### src/rtl/load_pkg.sv
// Shared types for the data-memory load engine: FSM states and load_type codes.
// Latency: n/a (declarations and one pure function only).
// Backpressure: n/a.
package load_pkg;

    typedef enum logic [1:0] {
        IDLE = 2'd0,
        REQ  = 2'd1,
        DONE = 2'd2,
        ERR  = 2'd3
    } state_t;

    localparam logic [2:0] LT_LB  = 3'b000;
    localparam logic [2:0] LT_LH  = 3'b001;
    localparam logic [2:0] LT_LW  = 3'b010;
    localparam logic [2:0] LT_LBU = 3'b100;
    localparam logic [2:0] LT_LHU = 3'b101;

    // A command is legal when its type is known and the address is
    // naturally aligned for that access size.
    function automatic logic cmd_ok(input logic [2:0] lt, input logic [1:0] off);
        logic ok;
        case (lt)
            LT_LB, LT_LBU: ok = 1'b1;
            LT_LH, LT_LHU: ok = ~off[0];
            LT_LW:         ok = (off == 2'b00);
            default:       ok = 1'b0;
        endcase
        return ok;
    endfunction

endpackage

### src/rtl/load_extend.sv
// Lane select plus sign/zero extension of a little-endian read word.
// Latency: purely combinational, zero cycles.
// Backpressure: none; result follows the inputs.
// Ports: load_type (3b code), addr (byte offset [1:0]), rdata (32b word) -> result (32b).
module load_extend
    import load_pkg::*;
(
    input  logic [2:0]  load_type,
    input  logic [1:0]  addr,
    input  logic [31:0] rdata,
    output logic [31:0] result
);

    logic [7:0]  byte_sel;
    logic [15:0] half_sel;

    always_comb begin
        byte_sel = rdata[7:0];
        case (addr)
            2'd0:    byte_sel = rdata[7:0];
            2'd1:    byte_sel = rdata[15:8];
            2'd2:    byte_sel = rdata[23:16];
            default: byte_sel = rdata[31:24];
        endcase
        half_sel = addr[1] ? rdata[31:16] : rdata[15:0];
    end

    always_comb begin
        result = 32'h0;
        case (load_type)
            LT_LB:   result = {{24{byte_sel[7]}}, byte_sel};
            LT_LBU:  result = {24'h0, byte_sel};
            LT_LH:   result = {{16{half_sel[15]}}, half_sel};
            LT_LHU:  result = {16'h0, half_sel};
            LT_LW:   result = rdata;
            default: result = 32'h0;
        endcase
    end

endmodule

### src/rtl/load_unit.sv
// Multi-cycle load engine: one command -> mem req/ack -> extended load_data + done pulse.
// Latency: start to done 2 cycles minimum (+1 per wait cycle); error pulse 1 cycle after start.
// Backpressure: load_busy high while not IDLE; load_start ignored then; REQ holds until mem_ack.
// Ports: clock/reset_n; command load_start/load_type/load_addr; status load_busy/load_done/
// load_error/load_data; memory mem_req/mem_addr out, mem_ack/mem_rdata in. All outputs registered.
// Optional feature macro LOAD_UNIT_TIMEOUT_EN: abort REQ to ERR after TIMEOUT_CYCLES without ack.
module load_unit
    import load_pkg::*;
#(
    parameter int TIMEOUT_CYCLES = 16
) (
    input  logic        clock,
    input  logic        reset_n,
    input  logic        load_start,
    input  logic [2:0]  load_type,
    input  logic [31:0] load_addr,
    output logic        load_busy,
    output logic        load_done,
    output logic        load_error,
    output logic [31:0] load_data,
    output logic        mem_req,
    output logic [31:0] mem_addr,
    input  logic        mem_ack,
    input  logic [31:0] mem_rdata
);

    state_t      state, state_nxt;
    logic [2:0]  type_q;
    logic [1:0]  off_q;
    logic [31:0] ext_data;
    logic        timeout_hit;

    load_extend u_extend (
        .load_type (type_q),
        .addr      (off_q),
        .rdata     (mem_rdata),
        .result    (ext_data)
    );

`ifdef LOAD_UNIT_TIMEOUT_EN
    localparam int CW = $clog2(TIMEOUT_CYCLES + 1);
    logic [CW-1:0] wait_cnt;

    // Counts REQ cycles that ended without an ack. The abort fires on the
    // cycle that would make the count reach TIMEOUT_CYCLES; an ack in that
    // same cycle takes priority in the next-state logic.
    always_ff @(posedge clock or negedge reset_n) begin
        if (!reset_n) begin
            wait_cnt <= '0;
        end else if (state != REQ) begin
            wait_cnt <= '0;
        end else if (!mem_ack) begin
            wait_cnt <= wait_cnt + 1'b1;
        end
    end

    assign timeout_hit = (state == REQ) && (wait_cnt == CW'(TIMEOUT_CYCLES - 1));
`else
    // No counter in this build; the parameter is only consumed here.
    logic unused_timeout_cfg;
    assign unused_timeout_cfg = (TIMEOUT_CYCLES > 0);
    assign timeout_hit        = 1'b0;
`endif

    always_comb begin
        state_nxt = state;
        case (state)
            IDLE: begin
                if (load_start) begin
                    state_nxt = cmd_ok(load_type, load_addr[1:0]) ? REQ : ERR;
                end
            end
            REQ: begin
                if (mem_ack) begin
                    state_nxt = DONE;
                end else if (timeout_hit) begin
                    state_nxt = ERR;
                end
            end
            DONE:    state_nxt = IDLE;
            ERR:     state_nxt = IDLE;
            default: state_nxt = IDLE;
        endcase
    end

    // Status outputs are decoded from the next state so they are registered
    // yet line up exactly with the state they describe.
    always_ff @(posedge clock or negedge reset_n) begin
        if (!reset_n) begin
            state      <= IDLE;
            load_busy  <= 1'b0;
            load_done  <= 1'b0;
            load_error <= 1'b0;
            mem_req    <= 1'b0;
            load_data  <= 32'h0;
            mem_addr   <= 32'h0;
            type_q     <= LT_LB;
            off_q      <= 2'b00;
        end else begin
            state      <= state_nxt;
            load_busy  <= (state_nxt != IDLE);
            load_done  <= (state_nxt == DONE);
            load_error <= (state_nxt == ERR);
            mem_req    <= (state_nxt == REQ);
            if (state == IDLE && state_nxt == REQ) begin
                type_q   <= load_type;
                off_q    <= load_addr[1:0];
                mem_addr <= {load_addr[31:2], 2'b00};
            end
            if (state == REQ && mem_ack) begin
                load_data <= ext_data;
            end
        end
    end

endmodule

### config.mk
export PLATFORM = sky130hd
export DESIGN_NAME = load_unit
export DESIGN_NICKNAME = d
export VERILOG_FILES = /design/src/rtl/load_pkg.sv /design/src/rtl/load_extend.sv /design/src/rtl/load_unit.sv
export SDC_FILE = /design/constraint.sdc
export NUM_CORES = 1
export LEC_CHECK = 0
export CAP_MARGIN = 40
export CORE_ASPECT_RATIO = 1.1
export CORE_MARGIN = 2
export CORE_UTILIZATION = 42
export DETAILED_ROUTE_END_ITERATION = 12
export GPL_ROUTABILITY_DRIVEN = 1
export PLACE_DENSITY = 0.8
export SYNTH_ARGS = -nofsm -noshare
export SYNTH_HDL_FRONTEND = slang
export SYNTH_SLANG_ARGS = --single-unit
### constraint.sdc
create_clock -name clock -period 2.28 [get_ports clock]
set_input_delay 0.456 -clock clock [delete_from_list [all_inputs] [get_ports clock]]
set_output_delay 0.456 -clock clock [all_outputs]
set_load 0.01 [all_outputs]
Yosys cells after proc, flatten, opt, wreduce, memory -nomap -nowiden. Index checks and enable logic that the tools add are counted.

Register bits: 73. Logic and storage cells: 47.

Eq/ne operators: 16. Reductions and logical operators: 11. Muxes and demuxes: 10. Bitwise operators: 1.

Operators with widths (number): 32-bit case mux with 5 select lines (1); 8-bit case mux with 3 select lines (1); 16-bit two-way mux (1); 3-bit equality test, second input constant (4); 2-bit equality test, second input constant (5); 2-bit by 1-bit equality test with 1-bit output, second input constant (3); 3-bit by 1-bit equality test with 1-bit output, second input constant (2); 3-bit by 2-bit equality test with 1-bit output, second input constant (2); 2-bit zero test (3); 3-bit zero test (2); 2-bit two-way mux (3); 2-bit case mux with 3 select lines (1); 2-bit OR reduction (3); 1-bit case mux with 3 select lines (1); 1-bit logical AND (2); 1-bit two-way mux (2); 2-bit nonzero test (1); 1-bit inverter (1).

Depth between registers and ports, before layout.
Depth after elaboration: 10. Mapped depth: 7. Mapped depth without buffers: 4.

Cells and area by module. Synthesis repeated with hierarchy kept, for this count alone.

Cell total of the unflattened synthesis: 299. Area, all modules: 3941.3 um^2.

By module, submodules not included: load_unit (area an instance 2870.3 um^2, cells each 165, times used 1, sequential area each 1826.8 um^2); load_extend (area an instance 1071.0 um^2, cells each 134, times used 1, sequential area each 0.0 um^2).

Worst setup path before layout. OpenSTA, ideal clock, no wires.

Path type: input-to-reg. Start point: input port load_addr[1]. End point: register mem_addr[10]. Path slack: 0.494 ns. Arrival time: 1.661 ns. Data required time: 2.155 ns. Stages on the path: 5. Library setup time: 0.125 ns. Cell sequence: o31a_1 o22ai_1 nand3_1 buf_2 mux2_2.

Longest elaborated chain between the ends: 9.

Ends and longest elaborated chain: start, declared (RTL line load_unit.sv:16) `input logic [31:0] load_addr,`; 2-bit zero test (RTL line load_pkg.sv:26) `LT_LW: ok = (off == 2'b00);`; 1-bit case mux with 3 select lines (RTL line load_pkg.sv:23) `case (lt)`; 1-bit two-way mux (RTL line load_unit.sv:69) `if (load_start) begin`; 1-bit two-way mux (RTL line load_unit.sv:67) `case (state)`; 2-bit two-way mux (RTL line load_unit.sv:70) `state_nxt = cmd_ok(load_type, load_addr[1:0]) ? REQ : ERR;`; 2-bit two-way mux (RTL line load_unit.sv:69); 2-bit case mux with 3 select lines (RTL line load_unit.sv:67); 2-bit by 1-bit equality test with 1-bit output (RTL line load_unit.sv:105) `if (state == IDLE && state_nxt == REQ) begin`; 1-bit logical AND (RTL line load_unit.sv:105); end signal, assigned (RTL line load_unit.sv:108) `mem_addr <= {load_addr[31:2], 2'b00};`; end, declared (RTL line load_unit.sv:22) `output logic [31:0] mem_addr,`.

Every way passes these cells. The select of a mux whose other input is x is not followed. A chain may end at the register's enable or synchronous reset.

Worst setup path after layout.
Start point: input port mem_ack. End point: register load_data[30].

Longest elaborated chain between the ends: 1.

Ends and longest elaborated chain: start, declared (RTL line load_unit.sv:23) `input logic mem_ack,`; 1-bit logical AND (RTL line load_unit.sv:110) `if (state == REQ && mem_ack) begin`; end signal, assigned (RTL line load_unit.sv:111) `load_data <= ext_data;`; end, declared (RTL line load_unit.sv:20) `output logic [31:0] load_data,`.

Every way passes these cells.

==> reports/results.ini <==
[cts]
clk_path_buf_depth = 2
cts-root-buf = clkbuf_8
cts_sinks = 73
cts_made_buffers = 9
path_clk_slew_ns = 0.08
h-tree-depth = 3
cts_setup_buffers = 0
insertion_delay_ns = 0.34
cts_tree = yes
postCtsHoldBufs = 0
cts_resized = 0

[place]
dp_cells = 459
place_congestion = 0.813
io_buffers = 136
pre_cts_ws_ns = -0.278
hpwl_microns = 6480

[timing]
totalNegativeSetupSlack_ns = 0
setup_violations = 0
layout_min_cycle_time_ns = 2.19
finalMaxSlewViolations = 0
skew_ns = 0.00541
tightest_slew_ns = 0.931
setup_slack_ns = 0.0916
maxSlewHeadroom = 0.379
rsz0062_at_grt = no
fmax_mhz = 457
finalCritPeriodShare = 0.960
hold_violations = 0

[grt]
use_met1 = 0.259
grt_use_met3 = 0.0763
grt.busiest_layer = met2
overflow = 0
grt_max_degree = 39
grt_pass1_vias = 2706
grt_pass1_wl_microns = 13300
antenna_found_initial = 0
grtUsageMet2 = 0.332
grt_usage = 0.209

[setup_path]
r2r-end = load_data[30]$_DFFE_PN0P_
critical_path_buf_inv_count = 1
r2r_cells = 4
startpoint = mem_ack
cp_top_family = compound AO/OA/AOI/OAI gates
arrival_ns = 2.46
cp-end-kind = register
worstSetupPathDepth = 5
r2r-start = state[1]$_DFF_PN0_
rrSetupSlack_ns = 0.25
worstPathCellList = clkdlybuf4s50_1, nand3b_1, or2_2, a2111oi_4, a221o_1
cp_slowest_cell = a2111oi_4
cp.required_ns = 2.56
cpPeakStageDelay_ns = 0.81
critPathMaxFanout = 16
crit_type = in2reg
crit_path_start_kind = primary input

[synth]
yosysUniqueCellTypes = 32
synth_top_cell_by_area = dfrtp_1
synthCells = 240
synth_edf_count = 0
synth_flop_cell = dfrtp_1
synth_async_sr_flop_share = 1.00
ys.warnings.count = 0
yosys-top-cells-area = dfrtp_1 57%, mux2_2 13%, a221o_1 5.6%
syn_area_sq_mm = 0.00322
seq_area_frac_synth = 0.567
avgSynthCellArea_sq_um = 13.4
synth_top_area_share = 0.567
ys_seq_elements = 73

[detailed_routing]
post_drt_wl_per_cell_microns = 18.2
drt-total-wl_microns = 8670
first_pass_iters = 4
viasPerCell = 5.59
vias = 2657
drc = 0
dr.first_iter.drc_count = 174
ant_nets = 0

[die]
initial_core_util = 0.433
core_sq_mm = 0.00743
dieArea_sq_mm = 0.00839
ios = 139
die_w_microns = 87.5
die_y_microns = 95.8
num_rows = 33

[power]
peakVddDrop_mv = 0.613
power.leakage_nw = 2.05
pwr_density_cell_mw_per_mm2 = 1240

[final_layout]
area_growth_syn_to_layout_pct = 52.6
drive_gt1_frac = 0.209
fillers = 560
num-nets-final = 454
fin_cells = 475
num_antenna_cells = 0

[outcome]
outcome = completed

[worst_hold_path]
hp-class = in2async

[job]
cap_violations = 0

[registers in the layout, indices dropped and copies added (netlist names)]
name,flops
load_busy,1
load_data,32
load_done,1
load_error,1
mem_addr,30
mem_req,1
off_q,2
state,2
type_q,3
[cells by family (layout without fill, tap and decap cells)]
| family | Yosys count | count (layout) | share of synthesized area |
|---|---|---|---|
| compound gates | 59 | 59 | 0.152 |
| simple gates | 38 | 38 | 0.0598 |
| flops | 73 | 73 | 0.567 |
| buf+inv | 24 | 171 | 0.0354 |
| mux | 45 | 45 | 0.185 |
| other cells | 1 | 2 | 0.00116 |
[how the worst max path moves through the flow]
stage | endpoint | slack (ns)
6_report | load_data[30]$_DFFE_PN0P_ | 0.09
5_1_grt | load_data[28]$_DFFE_PN0P_ | 0.0005
4_1_cts | load_data[24]$_DFFE_PN0P_ | 0.08
3_5_place_dp | load_data[29]$_DFFE_PN0P_ | -0.28
3_3_place_gp | load_data[19]$_DFFE_PN0P_ | -0.23
2_1_floorplan | mem_addr[10]$_DFFE_PN0P_ | 0.49
[cell type report]
class | count | area, sq um | share of cell area
tap | 87 | 109 | 0.0221
multi-input combinational | 144 | 1280 | 0.261
timing repair buffer | 152 | 1510 | 0.308
clock inverter | 7 | 47.5 | 0.00967
sequential | 73 | 1830 | 0.372
clock buffer | 9 | 124 | 0.0252
inverter | 3 | 11.3 | 0.00229
[per-layer routing]
metal  vias to the layer above  share of wire
met3                        16          0.099
met1                      1292           0.39
met2                       147           0.49
met4                         0          0.018
li1                       1202              -
met5                         -              0
[placed cells by master (no fill, tap or decap), types with 3 or more instances in the layout]
cell type / n
clkinv_2: 3
mux4_2: 8
nand3_1: 13
a32oi_1: 6
dfrtp_1: 73
or2_2: 3
buf_4: 13
mux2_2: 36
a22oi_1: 15
nand2_1: 6
a221o_1: 18
inv_1: 3
clkbuf_8: 9
nor2_1: 7
nor2b_1: 3
clkdlybuf4s50_1: 135
buf_12: 3
o21ai_0: 10
[synth_stat cells (all sizes together) (2+ instances only)]
master,instances
clkbuf,9
dfrtp,73
inv,3
nand2,6
mux4,8
mux2,36
a221o,18
a32oi,6
nand3,13
o31a,2
nor2,7
buf,12
or2,3
nor3b,2
nor3,2
a22oi,15
nor2b,3
o21ai,10
a21oi,2
[where the power goes]
part / internal, mW / leakage, nW / switching, mW
Combinational: 1.78 / 1.06 / 1.20
Clock: 0.392 / 0.0850 / 0.490
Sequential: 1.87 / 0.906 / 0.369
Total: 4.04 / 2.05 / 2.06
[stage by stage]
step | instance area (sq um) | util | total power [mW] | hold WS, ns
after global routing | 4920 | 0.661 | 6.49 | 0.0952
final | 4920 | 0.661 | 6.10 | 0.0664
after CTS | 4920 | 0.661 | 6.17 | 0.0627
after floorplan | 3220 | - | 3.70 | 0.160
after detailed placement | 4740 | 0.638 | 5.26 | 0.451
after global placement | 4740 | 0.638 | 5.15 | 0.446
[worst register-to-register path: stages, from the launching register on]
cell and delay [ns]:
dfrtp_1 0.40, nand3b_1 0.19, or2_2 0.33, a2111oi_4 0.81, a221o_1 0.22
(Power assumes the default switching activity.)
